<file path="config.mk">
export PLATFORM = sky130hd
export DESIGN_NAME = jimmy_fetch_unit
export DESIGN_NICKNAME = d
export VERILOG_FILES = /design/src/rtl/jimmy_fetch_unit.sv
export SDC_FILE = /design/constraint.sdc
export NUM_CORES = 1
export LEC_CHECK = 0
export BUFFER_PORTS_ARGS = -buffer_cell sky130_fd_sc_hd__buf_2
export CAP_MARGIN = 20
export CORE_ASPECT_RATIO = 1.75
export CORE_UTILIZATION = 33
export CTS_BUF_LIST = sky130_fd_sc_hd__clkbuf_8 sky130_fd_sc_hd__clkbuf_16
export DETAILED_ROUTE_END_ITERATION = 12
export GPL_TIMING_DRIVEN = 0
export MAX_ROUTING_LAYER = met4
export PLACE_DENSITY_LB_ADDON = 0.2
export SLEW_MARGIN = 20
export SYNTH_ARGS = -nofsm -noshare
export SYNTH_HDL_FRONTEND = slang
export SYNTH_SLANG_ARGS = --single-unit
</file>
<file path="constraint.sdc">
create_clock -name program_clk -period 4.3 [get_ports program_clk]
set_input_delay 0.43 -clock program_clk [delete_from_list [all_inputs] [get_ports program_clk]]
set_output_delay 0.43 -clock program_clk [all_outputs]
set_load 0.02 [all_outputs]
</file>
<file path="src/rtl/jimmy_fetch_unit.sv">
// Jimmy 8-bit CPU instruction fetch stage.
// Fetches one- or two-byte instructions and hands them to execute.
module jimmy_fetch_unit #(
   parameter logic [7:0] RESET_VECTOR = 8'd0,
   parameter logic [7:0] NOP_CODE     = 8'h70
) (
   input  logic       program_clk,
   input  logic       reset,
   output logic [7:0] address_bus,
   input  logic [7:0] data_bus,
   output logic [7:0] instr,
   output logic [7:0] operand,
   output logic       instr_valid,
   input  logic       exec_ready,
   input  logic       branch_take,
   input  logic [7:0] branch_target
);

   localparam logic [1:0] FETCH_OP  = 2'd0;
   localparam logic [1:0] FETCH_IMM = 2'd1;
   localparam logic [1:0] HOLD      = 2'd2;

   logic [1:0] state;
   logic [7:0] pc;
   logic [7:0] instr_q;
   logic [7:0] operand_q;
   logic       valid_q;
   logic       two_byte;
   logic       accept;

   // Length decode of the byte currently on the bus
   always_comb begin
      two_byte = data_bus[7] & (data_bus[5] | ~data_bus[4]);
      accept   = valid_q & exec_ready;
   end

   // Fetch sequencer: opcode, optional immediate, then hold until accepted
   always_ff @(posedge program_clk or negedge reset) begin
      if (!reset) begin
         state     <= FETCH_OP;
         pc        <= RESET_VECTOR;
         instr_q   <= NOP_CODE;
         operand_q <= 8'd0;
         valid_q   <= 1'b0;
      end else begin
         case (state)
            FETCH_OP: begin
               instr_q   <= data_bus;
               operand_q <= 8'd0;
               pc        <= pc + 8'd1;
               if (two_byte) begin
                  state <= FETCH_IMM;
               end else begin
                  state   <= HOLD;
                  valid_q <= 1'b1;
               end
            end
            FETCH_IMM: begin
               operand_q <= data_bus;
               pc        <= pc + 8'd1;
               state     <= HOLD;
               valid_q   <= 1'b1;
            end
            HOLD: begin
               if (accept) begin
                  valid_q <= 1'b0;
                  state   <= FETCH_OP;
                  if (branch_take) begin
                     pc <= branch_target;
                  end
               end
            end
            default: begin
               state   <= FETCH_OP;
               valid_q <= 1'b0;
            end
         endcase
      end
   end

   assign address_bus = pc;
   assign instr       = instr_q;
   assign operand     = operand_q;
   assign instr_valid = valid_q;

endmodule

</file>
==> results by group, run 1 <==
GRT
  – Overall fraction of global-route tracks in use: 0.161
  – Number of global-route vias before repair: 1080
  – Maximum number of pins on one net before global-route repair: 28
  – Antenna violations before repair: 0
  – GRT overflow: 0
  – Global-route wire length before repair: 5.04 mm

Clocking
  – Buffer depth of the longest clock path: 2
  – CTS clk-pin slew, worst paths: 0.09 ns
  – TritonCTS Buffers: 3
  – Setup repair bufs after CTS: 0
  – Number of levels in the clock H-tree: 1
  – CTS-repair resized insts: 0
  – Insertion delay of the later-clocked pin in the worst-skew pair: 0.27 ns
  – Number of hold buffers added after cts: 0
  – CTS tree: built
  – Clock tree root driver cell: sky130_fd_sc_hd__clkbuf_8
  – Number of clock sinks seen by CTS: 27

Routing
  – Post-Route WL: 3.02 mm
  – Total vias in the final route: 1072
  – Routed length per instance: 15.2 um
  – Detailed-route DRC error count: 0
  – Drt initial violations: 16
  – Detailed-router iteration count before antenna repair: 4
  – ANT nets after route: 0
  – Number of vias per cell: 5.39

Floorplanning
  – Die Span Y: 84.7 um
  – Width of the die: 49.3 um
  – Die Outline Area: 0.00417 sq mm
  – Number of core rows: 29
  – IO Pins: 45
  – Initial cell density of the core: 0.352
  – Core Footprint: 0.00366 sq mm

Logic synthesis
  – Sequential share of the synthesized area: 0.527
  – XOR/XNOR share of the synthesized area: 0
  – Top FF cell, synth: sky130_fd_sc_hd__dfrtp_1
  – Average footprint of a synthesized cell: 12.3 sq um
  – Number of warning messages in the yosys log: 0
  – Post-synthesis async set-or-reset flop share: 1.00
  – Post-Synthesis Cell Area: 0.00129 sq mm
  – Simple-gate share of the synthesized area: 0.132
  – Multiplexer share of the synthesized area: 0.103
  – Compound-cell area share of the yosys netlist: 0.189
  – Largest family of logic cells by synthesized area: compound AO/OA/AOI/OAI gates
  – Gate count of the mapped netlist: 105
  – Syn Nets: 126
  – Post-synth cell types: 37
  – Synthesis-stage register bit count: 27
  – Number of synthesized flops with an enable pin: 0
  – Synth Area in Adders: 0.00970

Placed design
  – # port buffers: 44
  – Weighted congestion reported at the end of routability-driven placement: 0.747
  – Post-detailed-placement half-perimeter wirelength: 2.30 mm

Cells and area
  – Signed area change from the synthesized netlist to the final layout: 25.0%
  – Layout Utilization: 0.440
  – Sequential cell area: 679 sq um
  – Final net count: 175
  – Ratio of cells with drive above 1 in the final layout: 0.444
  – Antenna Cells: 0
  – Number of filler cells placed in the layout: 363
  – Total area of multi-input combinational cells: 559 sq um

Critical path
  – FF-to-FF setup slack: 2.74 ns
  – Startpoint kind of the worst setup timing path: flop
  – Type of the setup path with the least slack: reg2reg
  – Number of cells on the worst reg-to-reg path: 5
  – Kind of end point of the critical path: flop
  – Peak fanout along the critical path: 10
  – Reg-to-reg critical path startpoint: state[0]$_DFFE_PN0P_
  – Worst reg2reg endpoint: address_bus[7]$_DFFE_PN0P_
  – Data arrival, critical path: 1.73 ns
  – Crit path required time: 4.46 ns

STA
  – Relative max-transition margin: 0.607
  – Final Slew Violations: 0
  – Setup skew after layout: 0.00614 ns
  – Unrepaired setup endpoints after global routing: false
  – Final setup fails: 0
  – WHS: 0.145 ns
  – Post-layout minimum cycle time: 1.56 ns
  – Max frequency: 640 MHz
  – Slew @ Worst Pin: 0.589 ns
  – Crit share post-route: 0.364
  – Fin. Hold Viols: 0
  – Post-route setup TNS: 0 ns

Status
  – Outcome: finished, final reports clean

Pwr
  – Leakage: 0.781 nW
  – Pwr per Cell Area: 795 mW/mm^2
  – Worst supply voltage drop on vdd: 0.311 mV

Run
  – Number of max-cap violations: 0

Worst hold path
  – Type of the tightest min-delay check: in2async
==> routing by layer <==
| metal | track usage | share of wire | vias to the layer above |
|---|---|---|---|
| li1 | - | - | 502 |
| met1 | 0.196 | 0.42 | 525 |
| met2 | 0.262 | 0.51 | 39 |
| met3 | 0.0181 | 0.044 | 6 |
| met4 | 0.0775 | 0.021 | 0 |
| met5 | - | 0 | - |
==> flip-flops by register name (all words and copies together) (netlist names) <==
name         flops
address_bus      8
instr            8
operand          8
state            2
instr_valid      1
==> cell type report <==
class                      instances  share of cell area
timing repair buffer              44               0.137
clock inverter                     1             0.00233
sequential                        27               0.421
buffer                             6              0.0248
inverter                           3             0.00698
tap                               46              0.0357
clock buffer                       3              0.0256
multi-input combinational         69               0.347
==> how the worst max path moves through the flow <==
stage,end,start,depth (start not counted),slack (ns)
2_1_floorplan,address_bus[7]$_DFFE_PN0P_,state[0]$_DFFE_PN0P_,5,2.85
6_report,address_bus[7]$_DFFE_PN0P_,state[0]$_DFFE_PN0P_,5,2.74
3_3_place_gp,address_bus[7]$_DFFE_PN0P_,state[0]$_DFFE_PN0P_,5,2.77
4_1_cts,address_bus[7]$_DFFE_PN0P_,state[0]$_DFFE_PN0P_,5,2.73
5_1_grt,address_bus[7]$_DFFE_PN0P_,state[0]$_DFFE_PN0P_,5,2.66
3_5_place_dp,address_bus[7]$_DFFE_PN0P_,state[0]$_DFFE_PN0P_,5,2.74
==> synth_stat cells, types with 2 or more instances <==
library cell / count / area, sq um
sky130_fd_sc_hd__dfrtp_1: 24 / 601
sky130_fd_sc_hd__mux2_2: 10 / 113
sky130_fd_sc_hd__a22o_1: 8 / 70.1
sky130_fd_sc_hd__nand3_1: 6 / 30.0
sky130_fd_sc_hd__o211ai_1: 4 / 30.0
sky130_fd_sc_hd__a22oi_1: 3 / 22.5
sky130_fd_sc_hd__dfstp_2: 3 / 78.8
sky130_fd_sc_hd__inv_1: 3 / 11.3
sky130_fd_sc_hd__nand2_1: 3 / 11.3
sky130_fd_sc_hd__nand2b_1: 3 / 18.8
sky130_fd_sc_hd__nand3b_1: 3 / 22.5
sky130_fd_sc_hd__nand4_1: 3 / 18.8
sky130_fd_sc_hd__buf_2: 2 / 10.0
sky130_fd_sc_hd__buf_6: 2 / 22.5
sky130_fd_sc_hd__clkbuf_1: 2 / 7.51
sky130_fd_sc_hd__mux2i_1: 2 / 20.0
sky130_fd_sc_hd__o21ai_0: 2 / 10.0
sky130_fd_sc_hd__o22a_1: 2 / 17.5
sky130_fd_sc_hd__o41a_1: 2 / 22.5
==> report_power, final <==
part	switching [W]	internal [W]
Sequential	0.0000963	0.000374
Clock	0.0000767	0.0000640
Combinational	0.000381	0.000291
==> logic make-up (layout without fill, tap and decap cells) <==
group / Yosys count / after routing
compound gates: 30 / 30
fa+ha+maj: 1 / 1
buf+inv: 9 / 57
flops: 27 / 27
mux: 12 / 12
simple gates: 26 / 26
==> stage by stage <==
stage / worst slack, ns / instances / area (sq um) / total power, W
6_report: 2.74 / 199 / 1610 / 0.00128
5_1_grt: 2.66 / 199 / 1610 / 0.00137
4_1_cts: 2.73 / 199 / 1610 / 0.00130
3_5_place_dp: 2.74 / 195 / 1570 / 0.00115
3_3_place_gp: 2.77 / 195 / 1570 / 0.00113
2_1_floorplan: 2.85 / 105 / 1290 / 0.000941
==> cells in the final DEF, fill, tap and decap left out, drive strengths merged, types with 4 or more instances in the layout <==
| cell type | n |
|---|---|
| dfrtp | 24 |
| nand3 | 6 |
| o211ai | 4 |
| buf | 48 |
| mux2 | 10 |
| clkbuf | 5 |
| a22o | 8 |
| inv | 4 |
==> worst max-delay path: stages, from the launching register on <==
cell and delay [ns]:
sky130_fd_sc_hd__dfrtp_1 0.38, sky130_fd_sc_hd__buf_6 0.13, sky130_fd_sc_hd__nand4b_4 0.25, sky130_fd_sc_hd__and2_4 0.22, sky130_fd_sc_hd__buf_6 0.13, sky130_fd_sc_hd__a221o_1 0.34
(Power assumes the default switching activity.)
==> run 2, diff against run 1 <==
clock period = 1.6 ns   (was 4.3 ns; I/O delays follow)
==> run 2 against run 1 <==
- core utilization grew 0.68 points
- sequential power grew to 2.7 times the previous value
- hold slack lost 0.029 ns
- first-iteration DRC count grew 31%
- largest cell class unchanged
- wire length grew 0.46%
- maximum frequency grew 4.5%
- clock power grew to 2.7 times the previous value
- clock skew shrank 0.00063 ns
==> results by group, run 2 (synthesized netlist as in run 1, its figures left out) <==
Cells and area
  – Sequential cell area: 679 sq um
  – Ratio of cells with drive above 1 in the final layout: 0.449
  – Final net count: 178
  – Most common cell after layout, fill and taps aside: sky130_fd_sc_hd__buf_2
  – Commonest cells after routing, fill and taps aside: 46 x sky130_fd_sc_hd__buf_2, 24 x sky130_fd_sc_hd__dfrtp_1, 10 x sky130_fd_sc_hd__mux2_2
  – Number of filler cells placed in the layout: 360
  – Total area of multi-input combinational cells: 559 sq um
  – Signed area change from the synthesized netlist to the final layout: 27.0%
  – Antenna Cells: 0

Routing
  – Total vias in the final route: 1083
  – Post-Route WL: 3.04 mm
  – Number of vias per cell: 5.36
  – Routed length per instance: 15.0 um
  – ANT nets after route: 0
  – Detailed-router iteration count before antenna repair: 4
  – Detailed-route DRC error count: 0
  – Drt initial violations: 21

Floorplanning
  – Width of the die: 49.3 um
  – Number of core rows: 29
  – IO Pins: 45
  – Die Span Y: 84.7 um
  – Core Footprint: 0.00366 sq mm
  – Die Outline Area: 0.00417 sq mm
  – Initial cell density of the core: 0.352

Critical path
  – Peak fanout along the critical path: 10
  – Data arrival, critical path: 1.66 ns
  – Maximum cell stage delay along the critical path: 0.36 ns
  – Library cell appearing most often on the critical path: sky130_fd_sc_hd__buf_2
  – FF-to-FF setup slack: 0.10 ns
  – Combined buffer and inverter count along the critical path: 2
  – Type of the setup path with the least slack: reg2reg
  – Worst reg2reg endpoint: address_bus[7]$_DFFE_PN0P_
  – Number of cells on the worst reg-to-reg path: 5
  – Startpoint kind of the worst setup timing path: flop
  – Critical-path cell with the highest stage delay: sky130_fd_sc_hd__dfrtp_1
  – Kind of end point of the critical path: flop
  – Cell Chain, Critical Path: buf_2 -> nand2b_1 -> buf_2 -> o21ai_0 -> a221o_1
  – Crit path required time: 1.76 ns
  – Reg-to-reg critical path startpoint: state[1]$_DFFE_PN0P_
  – Top delay family on crit path: compound AO/OA/AOI/OAI gates

GRT
  – Antenna violations before repair: 0
  – Global-route wire length before repair: 5.04 mm
  – GRT overflow: 0
  – Maximum number of pins on one net before global-route repair: 28
  – Overall fraction of global-route tracks in use: 0.161
  – Number of global-route vias before repair: 1080

Clocking
  – CTS tree: built
  – CTS-repair resized insts: 0
  – Clock tree root driver cell: sky130_fd_sc_hd__clkbuf_8
  – Insertion delay of the later-clocked pin in the worst-skew pair: 0.27 ns
  – Number of levels in the clock H-tree: 1
  – Buffer depth of the longest clock path: 2
  – CTS clk-pin slew, worst paths: 0.09 ns
  – TritonCTS Buffers: 3
  – Number of clock sinks seen by CTS: 27

STA
  – Setup skew after layout: 0.00551 ns
  – Post-route setup TNS: 0 ns
  – Final worst setup slack: 0.104 ns
  – Relative max-transition margin: 0.608
  – Unrepaired setup endpoints after global routing: false
  – Slew @ Worst Pin: 0.586 ns
  – WHS: 0.117 ns
  – Final setup fails: 0
  – Post-layout minimum cycle time: 1.50 ns
  – Max frequency: 668 MHz
  – Fin. Hold Viols: 0
  – Crit share post-route: 0.935
  – Final Slew Violations: 0

Placed design
  – Placement-stage worst setup slack: 0.0449 ns
  – Weighted congestion reported at the end of routability-driven placement: 0.747
  – Post-detailed-placement half-perimeter wirelength: 2.30 mm
  – # port buffers: 44

Pwr
  – Leakage: 0.793 nW
  – Worst supply voltage drop on vdd: 0.833 mV
  – Pwr per Cell Area: 2110 mW/mm^2

Run
  – Number of max-cap violations: 0

Worst hold path
  – Type of the tightest min-delay check: in2reg
  – Startpoint of the most critical hold path: data_bus[2]
  – Worst Hold Path EP: operand[2]$_DFFE_PN0P_
  – Min-Delay Path Depth: 2

Status
  – Outcome: finished, final reports clean
==> run 2: cell types whose count changed in the layout (fill, tap and decap cells not counted) <==
cell	delta
sky130_fd_sc_hd__buf_4	+2
sky130_fd_sc_hd__dlygate4sd3_1	+1
==> run 2: where the power goes <==
part	switching (W)	total, W	internal, W
clock	0.000205	0.000377	0.000172
combinational	0.00102	0.00182	0.000791
sequential	0.000259	0.00126	0.00100
==> run 2: per-stage QoR <==
step                      utilization  area (sq um)  instances  total power (W)
after floorplan                     -          1290        105          0.00253
after global placement          0.428          1570        195          0.00303
after detailed placement        0.428          1570        195          0.00310
after CTS                       0.443          1620        200          0.00349
after global routing            0.447          1640        202          0.00368
final                           0.447          1640        202          0.00346
==> run 2: cell type report <==
class | instances | area share
Sequential cell | 27 | 0.415
Inverter | 3 | 0.00688
Buffer | 6 | 0.0244
Clock inverter | 1 | 0.00229
Tap cell | 46 | 0.0351
Clock buffer | 3 | 0.0252
Multi-Input combinational cell | 69 | 0.341
Timing Repair Buffer | 47 | 0.150
==> run 2: timing repair <==
item                       4_1_cts  5_1_grt
setup buffers                    0        2
hold endpoints to repair        24        0
setup endpoints to repair        0        1
hold buffers                     1        0
==> run 2: worst max-delay path by stage <==
stage                                      end                  from  cells after the start
floorplan           address_bus[7]$_DFFE_PN0P_  state[0]$_DFFE_PN0P_                      5
global placement    address_bus[7]$_DFFE_PN0P_  state[0]$_DFFE_PN0P_                      5
detailed placement  address_bus[7]$_DFFE_PN0P_  state[0]$_DFFE_PN0P_                      5
CTS                 address_bus[7]$_DFFE_PN0P_  state[0]$_DFFE_PN0P_                      5
global route        address_bus[7]$_DFFE_PN0P_  state[1]$_DFFE_PN0P_                      5
finish              address_bus[7]$_DFFE_PN0P_  state[1]$_DFFE_PN0P_                      5
==> run 2: metal layers <==
metal | routed length, um | share of wire | global-route usage
met5 | 0 | 0 | -
met3 | 133 | 0.044 | 0.0181
met2 | 1570 | 0.52 | 0.262
met1 | 1270 | 0.42 | 0.196
met4 | 64 | 0.021 | 0.0775
==> run 3, diff against run 2 <==
ABC_AREA = 1   (was default)
CORE_UTILIZATION = 49   (was 33)
SLEW_MARGIN = 0   (was 20)
==> run 3 against run 2 <==
- critical endpoint unchanged
- critical path depth increased by 2
- final cell count grew 21%
- clock skew fell by 0.0017 ns
- core utilization increased by 19 points
- total power is 2.2% lower
- register-to-register slack improved by 0.26 ns
- synthesized area grew 1.4%
==> results by group, run 3 <==
STA
  – Post-layout minimum cycle time: 1.24 ns
  – Slew @ Worst Pin: 0.609 ns
  – Final Slew Violations: 0
  – WHS: 0.120 ns
  – Unrepaired setup endpoints after global routing: false
  – Fin. Hold Viols: 0
  – Final setup fails: 0
  – Crit share post-route: 0.772
  – Max frequency: 809 MHz
  – Post-route setup TNS: 0 ns
  – Setup skew after layout: 0.00383 ns
  – Relative max-transition margin: 0.594

Placed design
  – # port buffers: 44
  – Post-detailed-placement half-perimeter wirelength: 2.34 mm
  – Weighted congestion reported at the end of routability-driven placement: 0.734
  – Count of placed standard cells including taps: 239
  – Placed cell area: 0.00156 sq mm

Critical path
  – Crit path required time: 1.77 ns
  – Library cell appearing most often on the critical path: sky130_fd_sc_hd__nand2_1
  – Startpoint kind of the worst setup timing path: flop
  – Data arrival, critical path: 1.41 ns
  – Reg-to-reg critical path startpoint: address_bus[3]$_DFFE_PN0P_
  – Maximum cell stage delay along the critical path: 0.49 ns
  – Critical-path cell with the highest stage delay: sky130_fd_sc_hd__dfrtp_1
  – Peak fanout along the critical path: 7
  – Beginning of the critical path: address_bus[3]$_DFFE_PN0P_
  – FF-to-FF setup slack: 0.36 ns
  – Cell Chain, Critical Path: nand2_1 -> nor2_1 -> nand2_1 -> nand2_1 -> nand3_1 -> nand2_1 -> nand2_1
  – Type of the setup path with the least slack: reg2reg
  – Kind of end point of the critical path: flop

GRT
  – GRT overflow: 0
  – Global-route wire length before repair: 5.09 mm
  – Antenna violations before repair: 0
  – Overall fraction of global-route tracks in use: 0.252
  – Maximum number of pins on one net before global-route repair: 28
  – Number of global-route vias before repair: 1267

Floorplanning
  – Number of core rows: 24
  – Width of the die: 41.1 um
  – Die Outline Area: 0.00289 sq mm
  – IO Pins: 45
  – Die Span Y: 70.3 um
  – Initial cell density of the core: 0.518
  – Core Footprint: 0.00252 sq mm

Routing
  – Detailed-router iteration count before antenna repair: 4
  – Detailed-route DRC error count: 0
  – Wire length on met2: 1.70 mm
  – ANT nets after route: 0
  – Drt initial violations: 41
  – DR top layer: met4
  – Total vias in the final route: 1268
  – Amount of wire on met3 after detailed routing: 139 um
  – Wl on met1: 1.21 mm
  – Number of vias per cell: 5.20
  – Post-Route WL: 3.08 mm
  – Routed length per instance: 12.6 um

Logic synthesis
  – Fraction of post-synthesis cell area in the top cell type by area: 0.459
  – Post-synthesis async set-or-reset flop share: 1.00
  – Average footprint of a synthesized cell: 7.74 sq um
  – Gate count of the mapped netlist: 169
  – Post-synthesis cell type with the largest combined area: sky130_fd_sc_hd__dfrtp_1
  – Sequential share of the synthesized area: 0.520
  – Synthesis-stage register bit count: 27
  – Most frequent cells after synthesis: 57 x sky130_fd_sc_hd__nand2_1, 24 x sky130_fd_sc_hd__dfrtp_1, 22 x sky130_fd_sc_hd__o21ai_0, 21 x sky130_fd_sc_hd__inv_1, 16 x sky130_fd_sc_hd__nor2_1
  – Number of warning messages in the yosys log: 0
  – Main area contributors after synthesis: sky130_fd_sc_hd__dfrtp_1 46%, sky130_fd_sc_hd__nand2_1 16%, sky130_fd_sc_hd__o21ai_0 8.4%, sky130_fd_sc_hd__dfstp_2 6.0%, sky130_fd_sc_hd__inv_1 6.0%
  – Count leader, synth: sky130_fd_sc_hd__nand2_1
  – Number of synthesized flops with an enable pin: 0
  – Post-synth cell types: 16
  – Top FF cell, synth: sky130_fd_sc_hd__dfrtp_1
  – Syn Nets: 190
  – Post-Synthesis Cell Area: 0.00131 sq mm

Clocking
  – Number of levels in the clock H-tree: 1
  – CTS-repair resized insts: 0
  – Number of hold buffers added after cts: 1
  – Setup repair bufs after CTS: 0
  – CTS tree: built
  – Clock tree root driver cell: sky130_fd_sc_hd__clkbuf_8
  – Insertion delay of the later-clocked pin in the worst-skew pair: 0.27 ns
  – Buffer depth of the longest clock path: 2
  – Number of clock sinks seen by CTS: 27
  – TritonCTS Buffers: 3
  – CTS clk-pin slew, worst paths: 0.09 ns

Worst hold path
  – Type of the tightest min-delay check: in2reg
  – Startpoint of the most critical hold path: data_bus[6]

Cells and area
  – Commonest cells after routing, fill and taps aside: 57 x sky130_fd_sc_hd__nand2_1, 44 x sky130_fd_sc_hd__buf_2, 24 x sky130_fd_sc_hd__dfrtp_1
  – Count of non-filler cells in the finished layout: 244
  – Final net count: 240
  – Antenna Cells: 0
  – Ratio of cells with drive above 1 in the final layout: 0.280
  – Most common cell after layout, fill and taps aside: sky130_fd_sc_hd__nand2_1
  – Finished Cell Area: 0.00162 sq mm
  – Signed area change from the synthesized netlist to the final layout: 23.6%

Pwr
  – Pwr per Cell Area: 2090 mW/mm^2
  – Power share of the sequential group: 0.375
  – Combinational group share of total power: 0.511
  – Part of the total power dissipated in the clock network: 0.114
  – Worst supply voltage drop on vdd: 1.23 mV
  – Leakage: 0.931 nW
  – Psw: 0.00160 W
  – Internal power: 0.00179 W
  – Switching Share: 0.472

Run
  – Number of max-cap violations: 0

Status
  – Outcome: finished, final reports clean
==> run 3: critical path, delay by kind of cell (launching register included) <==
family	cells	cell delay, ns
and+or+nand+nor	7	0.64
DFF	1	0.49
==> run 3: per-stage QoR <==
stage	utilization	total power [W]	worst slack (ns)
global placement	0.619	0.00293	0.436
floorplan	-	0.00245	0.353
global route	0.641	0.00366	0.234
CTS	0.641	0.00340	0.365
detailed placement	0.619	0.00302	0.379
finish	0.641	0.00338	0.364
==> run 3: layout make-up <==
cell class / count / area, sq um
Multi-Input combinational cell: 115 / 500
Timing Repair Buffer: 45 / 230
Sequential cell: 27 / 679
Tap cell: 26 / 32.5
Fill cell: 243 / 906
Clock inverter: 1 / 5.00
Inverter: 23 / 86.3
Clock buffer: 3 / 41.3
Buffer: 4 / 41.3
==> run 3: metal layers <==
metal  vias to the layer above  track usage
met1                       608        0.265
met4                         0       0.0630
li1                        619            -
met5                         -            -
met3                         2       0.0254
met2                        39        0.455
==> run 3: worst paths after layout <==
check / endpoint / cells after the start
min in group asynchronous: address_bus[6]$_DFFE_PN0P_ / 2
max reg2reg: address_bus[7]$_DFFE_PN0P_ / 7
max: address_bus[7]$_DFFE_PN0P_ / 7
max in group asynchronous: address_bus[0]$_DFFE_PN0P_ / 2
min reg2reg: instr[5]$_DFFE_PN1N_ / 2
min: instr[6]$_DFFE_PN1N_ / 3
==> run 3: cell families (layout without fill, tap and decap cells) <==
group | after synthesis | count (layout) | share of synthesized area
DFF | 27 | 27 | 0.520
and+or+nand+nor | 90 | 90 | 0.278
adders and majority gates | 1 | 1 | 0.00957
buffers and inverters | 27 | 76 | 0.0976
AOI/OAI and AO/OA | 24 | 24 | 0.0947
==> run 3: power by group through the flow <==
stage | logic [W] | registers [W] | clock network (W)
final | 0.00173 | 0.00127 | 0.000386
after floorplan | 0.000882 | 0.00157 | 0
after CTS | 0.00175 | 0.00126 | 0.000391
after detailed placement | 0.00174 | 0.00128 | 0
after global placement | 0.00168 | 0.00125 | 0
after global routing | 0.00194 | 0.00131 | 0.000412
